**src/rtl/uart_pkg.sv**
```systemverilog
// Shared UART definitions used by the receiver and the transmitter:
// FSM state encoding, default oversampling ratio, parity-type constants
// and a parity helper.
package uart_pkg;

  typedef enum logic [2:0] {
    ST_IDLE      = 3'd0,
    ST_START     = 3'd1,
    ST_DATA      = 3'd2,
    ST_PARITY    = 3'd3,
    ST_STOP      = 3'd4,
    ST_WAIT_IDLE = 3'd5
  } uart_state_e;

  localparam int UART_OVERSAMPLE  = 16;
  localparam int UART_PARITY_EVEN = 0;
  localparam int UART_PARITY_ODD  = 1;

  // Expected parity bit for a word (upper unused bits must be zero).
  function automatic logic parity_of(input logic [7:0] d, input logic odd);
    return (^d) ^ odd;
  endfunction

endpackage

```
**src/rtl/uart_sync2.sv**
```systemverilog
// Two-flop synchronizer for a single asynchronous input.
// Both flops reset to RST_VAL so the output is well defined out of reset.
module uart_sync2 #(
  parameter logic RST_VAL = 1'b1
) (
  input  logic clk,
  input  logic rst_n,
  input  logic d,
  output logic q
);

  logic meta;

  // Two-stage capture of the asynchronous input.
  always_ff @(posedge clk or negedge rst_n) begin
    if (!rst_n) begin
      meta <= RST_VAL;
      q    <= RST_VAL;
    end else begin
      meta <= d;
      q    <= meta;
    end
  end

endmodule

```
**src/rtl/uart_rx.sv**
```systemverilog
// UART receiver, oversampled by baud_tick, LSB first.
// Optional parity check is enabled by defining UART_RX_PARITY_EN; without it
// the frame is start + DATA_BITS + stop and parity_err is tied low.
//
// state        | meaning
// -------------+------------------------------------------------------------
// ST_IDLE      | line idle, waiting for synchronized rx low
// ST_START     | counting to the centre of the start bit, rejects glitches
// ST_DATA      | sampling DATA_BITS data bits at bit centres
// ST_PARITY    | sampling the parity bit (only with UART_RX_PARITY_EN)
// ST_STOP      | sampling the stop bit, reporting the frame
// ST_WAIT_IDLE | bad stop bit seen, waiting for the line to return high
module uart_rx
  import uart_pkg::*;
#(
  parameter int DATA_BITS  = 8,
  parameter int OVERSAMPLE = UART_OVERSAMPLE,
  parameter int PARITY_ODD = UART_PARITY_EVEN
) (
  input  logic                 clk,
  input  logic                 rst_n,
  input  logic                 baud_tick,
  input  logic                 rx,
  output logic [DATA_BITS-1:0] rx_data,
  output logic                 rx_valid,
  output logic                 parity_err,
  output logic                 frame_err,
  output logic                 busy
);

  localparam int               CNT_W    = $clog2(OVERSAMPLE);
  localparam logic [CNT_W-1:0] CNT_HALF = CNT_W'(OVERSAMPLE / 2 - 1);
  localparam logic [CNT_W-1:0] CNT_FULL = CNT_W'(OVERSAMPLE - 1);
  localparam logic [2:0]       BIT_LAST = 3'(DATA_BITS - 1);

  // Reject parameter sets the datapath widths are not sized for.
  if (DATA_BITS < 5 || DATA_BITS > 8 || OVERSAMPLE < 8 || (OVERSAMPLE % 2) != 0 ||
      PARITY_ODD < 0 || PARITY_ODD > 1) begin : g_cfg_check
    $error("uart_rx: unsupported DATA_BITS/OVERSAMPLE/PARITY_ODD");
  end

  uart_state_e          state_q, state_d;
  logic                 rx_s;
  logic [CNT_W-1:0]     cnt_q;
  logic [2:0]           bit_q;
  logic [DATA_BITS-1:0] shreg_q;
  logic                 tick_half, tick_full;
  logic                 cnt_clr, cnt_inc;
  logic                 shift_en, par_en, stop_ok, stop_bad;

  uart_sync2 #(.RST_VAL(1'b1)) u_sync_rx (
    .clk   (clk),
    .rst_n (rst_n),
    .d     (rx),
    .q     (rx_s)
  );

  assign tick_half = baud_tick && (cnt_q == CNT_HALF);
  assign tick_full = baud_tick && (cnt_q == CNT_FULL);
  assign busy      = (state_q != ST_IDLE);

  // State register.
  always_ff @(posedge clk or negedge rst_n) begin
    if (!rst_n) state_q <= ST_IDLE;
    else        state_q <= state_d;
  end

  // Next-state and datapath control decode.
  always_comb begin
    state_d  = state_q;
    cnt_clr  = 1'b0;
    cnt_inc  = 1'b0;
    shift_en = 1'b0;
    par_en   = 1'b0;
    stop_ok  = 1'b0;
    stop_bad = 1'b0;
    case (state_q)
      ST_IDLE: begin
        if (!rx_s) begin
          state_d = ST_START;
          cnt_clr = 1'b1;
        end
      end
      ST_START: begin
        if (tick_half) begin
          cnt_clr = 1'b1;
          state_d = rx_s ? ST_IDLE : ST_DATA;
        end else if (baud_tick) begin
          cnt_inc = 1'b1;
        end
      end
      ST_DATA: begin
        if (tick_full) begin
          cnt_clr  = 1'b1;
          shift_en = 1'b1;
          if (bit_q == BIT_LAST) begin
`ifdef UART_RX_PARITY_EN
            state_d = ST_PARITY;
`else
            state_d = ST_STOP;
`endif
          end
        end else if (baud_tick) begin
          cnt_inc = 1'b1;
        end
      end
`ifdef UART_RX_PARITY_EN
      ST_PARITY: begin
        if (tick_full) begin
          cnt_clr = 1'b1;
          par_en  = 1'b1;
          state_d = ST_STOP;
        end else if (baud_tick) begin
          cnt_inc = 1'b1;
        end
      end
`endif
      ST_STOP: begin
        if (tick_full) begin
          cnt_clr = 1'b1;
          if (rx_s) begin
            stop_ok = 1'b1;
            state_d = ST_IDLE;
          end else begin
            stop_bad = 1'b1;
            state_d  = ST_WAIT_IDLE;
          end
        end else if (baud_tick) begin
          cnt_inc = 1'b1;
        end
      end
      ST_WAIT_IDLE: begin
        if (rx_s) state_d = ST_IDLE;
      end
      default: state_d = ST_IDLE;
    endcase
  end

  // Oversampling tick counter and data-bit index.
  always_ff @(posedge clk or negedge rst_n) begin
    if (!rst_n) begin
      cnt_q <= '0;
      bit_q <= '0;
    end else begin
      if (cnt_clr)      cnt_q <= '0;
      else if (cnt_inc) cnt_q <= cnt_q + 1'b1;
      if (state_q != ST_DATA) bit_q <= '0;
      else if (shift_en)      bit_q <= bit_q + 1'b1;
    end
  end

  // Shift register, output word and single-cycle status pulses.
  always_ff @(posedge clk or negedge rst_n) begin
    if (!rst_n) begin
      shreg_q   <= '0;
      rx_data   <= '0;
      rx_valid  <= 1'b0;
      frame_err <= 1'b0;
    end else begin
      rx_valid  <= stop_ok;
      frame_err <= stop_bad;
      if (shift_en) shreg_q <= {rx_s, shreg_q[DATA_BITS-1:1]};
      if (stop_ok)  rx_data <= shreg_q;
    end
  end

`ifdef UART_RX_PARITY_EN
  logic par_q;

  // Captured parity bit and the parity check reported with rx_valid.
  always_ff @(posedge clk or negedge rst_n) begin
    if (!rst_n) begin
      par_q      <= 1'b0;
      parity_err <= 1'b0;
    end else begin
      if (par_en) par_q <= rx_s;
      parity_err <= stop_ok && (parity_of(8'(shreg_q), 1'(PARITY_ODD)) != par_q);
    end
  end
`else
  assign parity_err = 1'b0;
`endif

endmodule

```
**config.mk**
```make
export PLATFORM = sky130hd
export DESIGN_NAME = uart_rx
export DESIGN_NICKNAME = d
export VERILOG_FILES = /design/src/rtl/uart_pkg.sv /design/src/rtl/uart_sync2.sv /design/src/rtl/uart_rx.sv
export SDC_FILE = /design/constraint.sdc
export NUM_CORES = 1
export LEC_CHECK = 0
export ABC_AREA = 1
export ABC_CLOCK_PERIOD_IN_PS = 2900
export BUFFER_PORTS_ARGS = -buffer_cell sky130_fd_sc_hd__buf_2
export CAP_MARGIN = 30
export CORE_MARGIN = 4
export CORE_UTILIZATION = 54
export DETAILED_ROUTE_END_ITERATION = 8
export HOLD_SLACK_MARGIN = 0.03
export PLACE_DENSITY_LB_ADDON = 0.3
export SYNTH_ARGS = -nofsm -noshare
export SYNTH_HDL_FRONTEND = slang
export SYNTH_SLANG_ARGS = --single-unit
```
**constraint.sdc**
```tcl
create_clock -name clk -period 2.9 [get_ports clk]
set_input_delay 0.435 -clock clk [delete_from_list [all_inputs] [get_ports clk]]
set_output_delay 0.435 -clock clk [all_outputs]
set_load 0.1 [all_outputs]
```
==> out/qor.yml <==
status:
  status: "finished clean"
cts:
  cts_buffers: 5
  h-tree-depth: 2
  path_clk_slew_ns: 0.09
  cts_hold_buf: 0
  cts.sinks: 30
  cts_buffer_depth: 2
  cts_tree: "yes"
  clk_latency_ns: 0.32
  cts_setup_buffers: 0
  cts_root_buffer: "clkbuf_4"
  cts_resized: 0
sta:
  slew_headroom_pct: 57.12
  grt_setup_unrepaired: "false"
  final-setup-viol-count: 0
  tns_ns: 0
  min_period_ns: 1.873
  worst_pin_slew_ns: 0.6432
  fin_skew_ns: 0.003068
  fin_crit_sh_pct: 64.59
  finalHoldViolCount: 0
  report.final.slew_viol_count: 0
  fmax_mhz: 533.9
yosys:
  yosys_most_used_dff: "dfrtp_1"
  synth.cell_area_mm2: 0.001521
  synth_warnings: 0
  synth_cells: 165
  async_flop_share_pct: 100.0
  avgSynthCellArea_um2: 9.221
  synth_nets: 172
  synth_edf_count: 0
  ys_seq_area_share_pct: 49.51
  synth.distinct_cells: 25
  ys_ff_latch: 30
pwr:
  peakVddDrop_mv: 0.6259
  p_per_area_mw_per_mm2: 707.3
  leakage_nw: 0.8886
floorplanning:
  core.rowCount: 18
  die_w_um: 61.08
  die-area_mm2: 0.003731
  ios: 16
  die_y_um: 61.08
  coreArea_mm2: 0.002590
  start_util_pct: 58.74
detailed_routing:
  ant_nets: 0
  routedWlPerCell_um: 12.03
  wl_mm: 2.563
  viasPerCell: 5.160
  first_pass_iters: 4
  drtIter0Drc: 50
  drc: 0
  route.vias.total: 1099
placement:
  dp_hpwl_mm: 1.884
  gp_congestion: 0.8746
  place_area_mm2: 0.001588
  io_buffer_count: 14
grt:
  grt_usage_pct: 17.20
  grt_pass1_vias: 1067
  grt_antenna_before_repair: 0
  grt_max_degree: 31
  grt_pass1_wl_mm: 4.629
  overflow: 0
layout:
  fin_nets: 189
  syn2layout_area_growth_pct: 9.292
  postLayoutCoreUtil_pct: 64.20
  nFillCells: 226
  drive_above_1_share_pct: 31.15
  final_cell_area_mm2: 0.001663
  antennaDiodeCount: 0
critical_path:
  endpoint_kind: "output pin"
  crit_type: "reg -> out"
  worstPathRequired_ns: 2.47
  critPathMaxFanout: 7
  crit_arrival_ns: 1.44
  cp-start-kind: "register"
worst_hold_path:
  hp-class: "in -> async"
run:
  drv_cap: 0
logic make-up after synthesis:
| logic type | count (synthesis) | synth area share [%] |
|---|---|---|
| adders and majority gates | 3 | 2.467 |
| xor gates and xnor gates | 2 | 1.152 |
| DFF | 30 | 49.51 |
| other | 1 | 0.2465 |
| AOI/OAI and AO/OA | 23 | 12.01 |
| buffers and inverters | 25 | 7.895 |
| and+or+nand+nor | 81 | 26.73 |
layout make-up:
type	count	area [µm²]	share of cell area, %
multi-input cells	110	648.1	38.98
flip-flops and latches	30	753.2	45.30
clock inverters	1	30.03	1.806
inverters	21	78.83	4.740
clock buffers	7	45.04	2.709
repair buffers	14	70.07	4.214
well taps	30	37.54	2.257
stage by stage:
step	hold slack, ns	std cells	worst slack (ns)	power [mW]
CTS	0.1379	213	1.013	1.188
global route	0.1576	213	0.9330	1.261
floorplan	0.1394	165	1.289	0.8088
finish	0.1246	213	1.027	1.176
detailed placement	0.3470	205	1.385	0.8623
global placement	0.3476	205	1.402	0.8517
report_power, final:
group	switching (mW)	leakage [nW]	internal, mW
combinational	0.254	0.442	0.0990
sequential	0.0472	0.407	0.453
clock	0.140	0.0395	0.183
cells in the mapped netlist (2+ instances only):
library cell	n	share of area [%]
inv_1	16	3.9
nor2_2	2	0.82
xor2_1	2	1.2
nand4_1	2	0.82
dfrtp_1	28	46
nor2_1	6	1.5
nand2_2	6	2.5
a22o_1	2	1.2
ha_1	3	2.5
nor2_4	2	1.5
buf_6	3	2.2
o21ai_0	4	1.3
o21ai_2	16	9.2
nand3_1	14	4.6
inv_2	5	1.2
nand2_1	44	11
dfstp_2	2	3.5
cell usage in the layout (no fill, tap or decap), drive strengths merged:
cell type,Yosys,final
nand2,51,51
dfrtp,28,28
inv,21,21
o21ai,20,20
nand3,16,16
buf,4,14
nor2,11,11
clkbuf,0,7
ha,3,3
nand4,2,2
xor2,2,2
a22o,2,2
dfstp,2,2
nor3,1,1
a21oi,1,1
conb,1,1
bufinv,0,1
flip-flops by register name (all words and copies together), names as in the netlist:
register and cells:
bit_q 3, cnt_q 4, frame_err 1, rx_data 8
rx_valid 1, shreg_q 8, state_q 3, u_sync_rx.meta 1
u_sync_rx.q 1
final timing paths:
path	startpoint	end	slack (ns)	depth (start not counted)
worst min register to register	u_sync_rx.meta	u_sync_rx.q	0.36	0
worst min-delay path	rst_n	frame_err	0.12	1
max in group asynchronous	rst_n	rx_valid	2.36	1
worst max register to register	cnt_q[0]	state_q[0]	1.36	8
min in group clk	rx	u_sync_rx.meta	0.20	1
worst max-delay path	state_q[0]	busy	1.03	3
worst max-delay path: stages (launching register included):
cell and delay (ns):
dfrtp_1 0.48, nor2_1 0.12, nand2_1 0.09, buf_2 0.43
routing by layer:
layer	wire length, µm	track usage, %
met4	42	6.502
met1	1142	20.41
met5	0	0
met2	1258	29.00
met3	120	5.660
(Power assumes the default switching activity.)
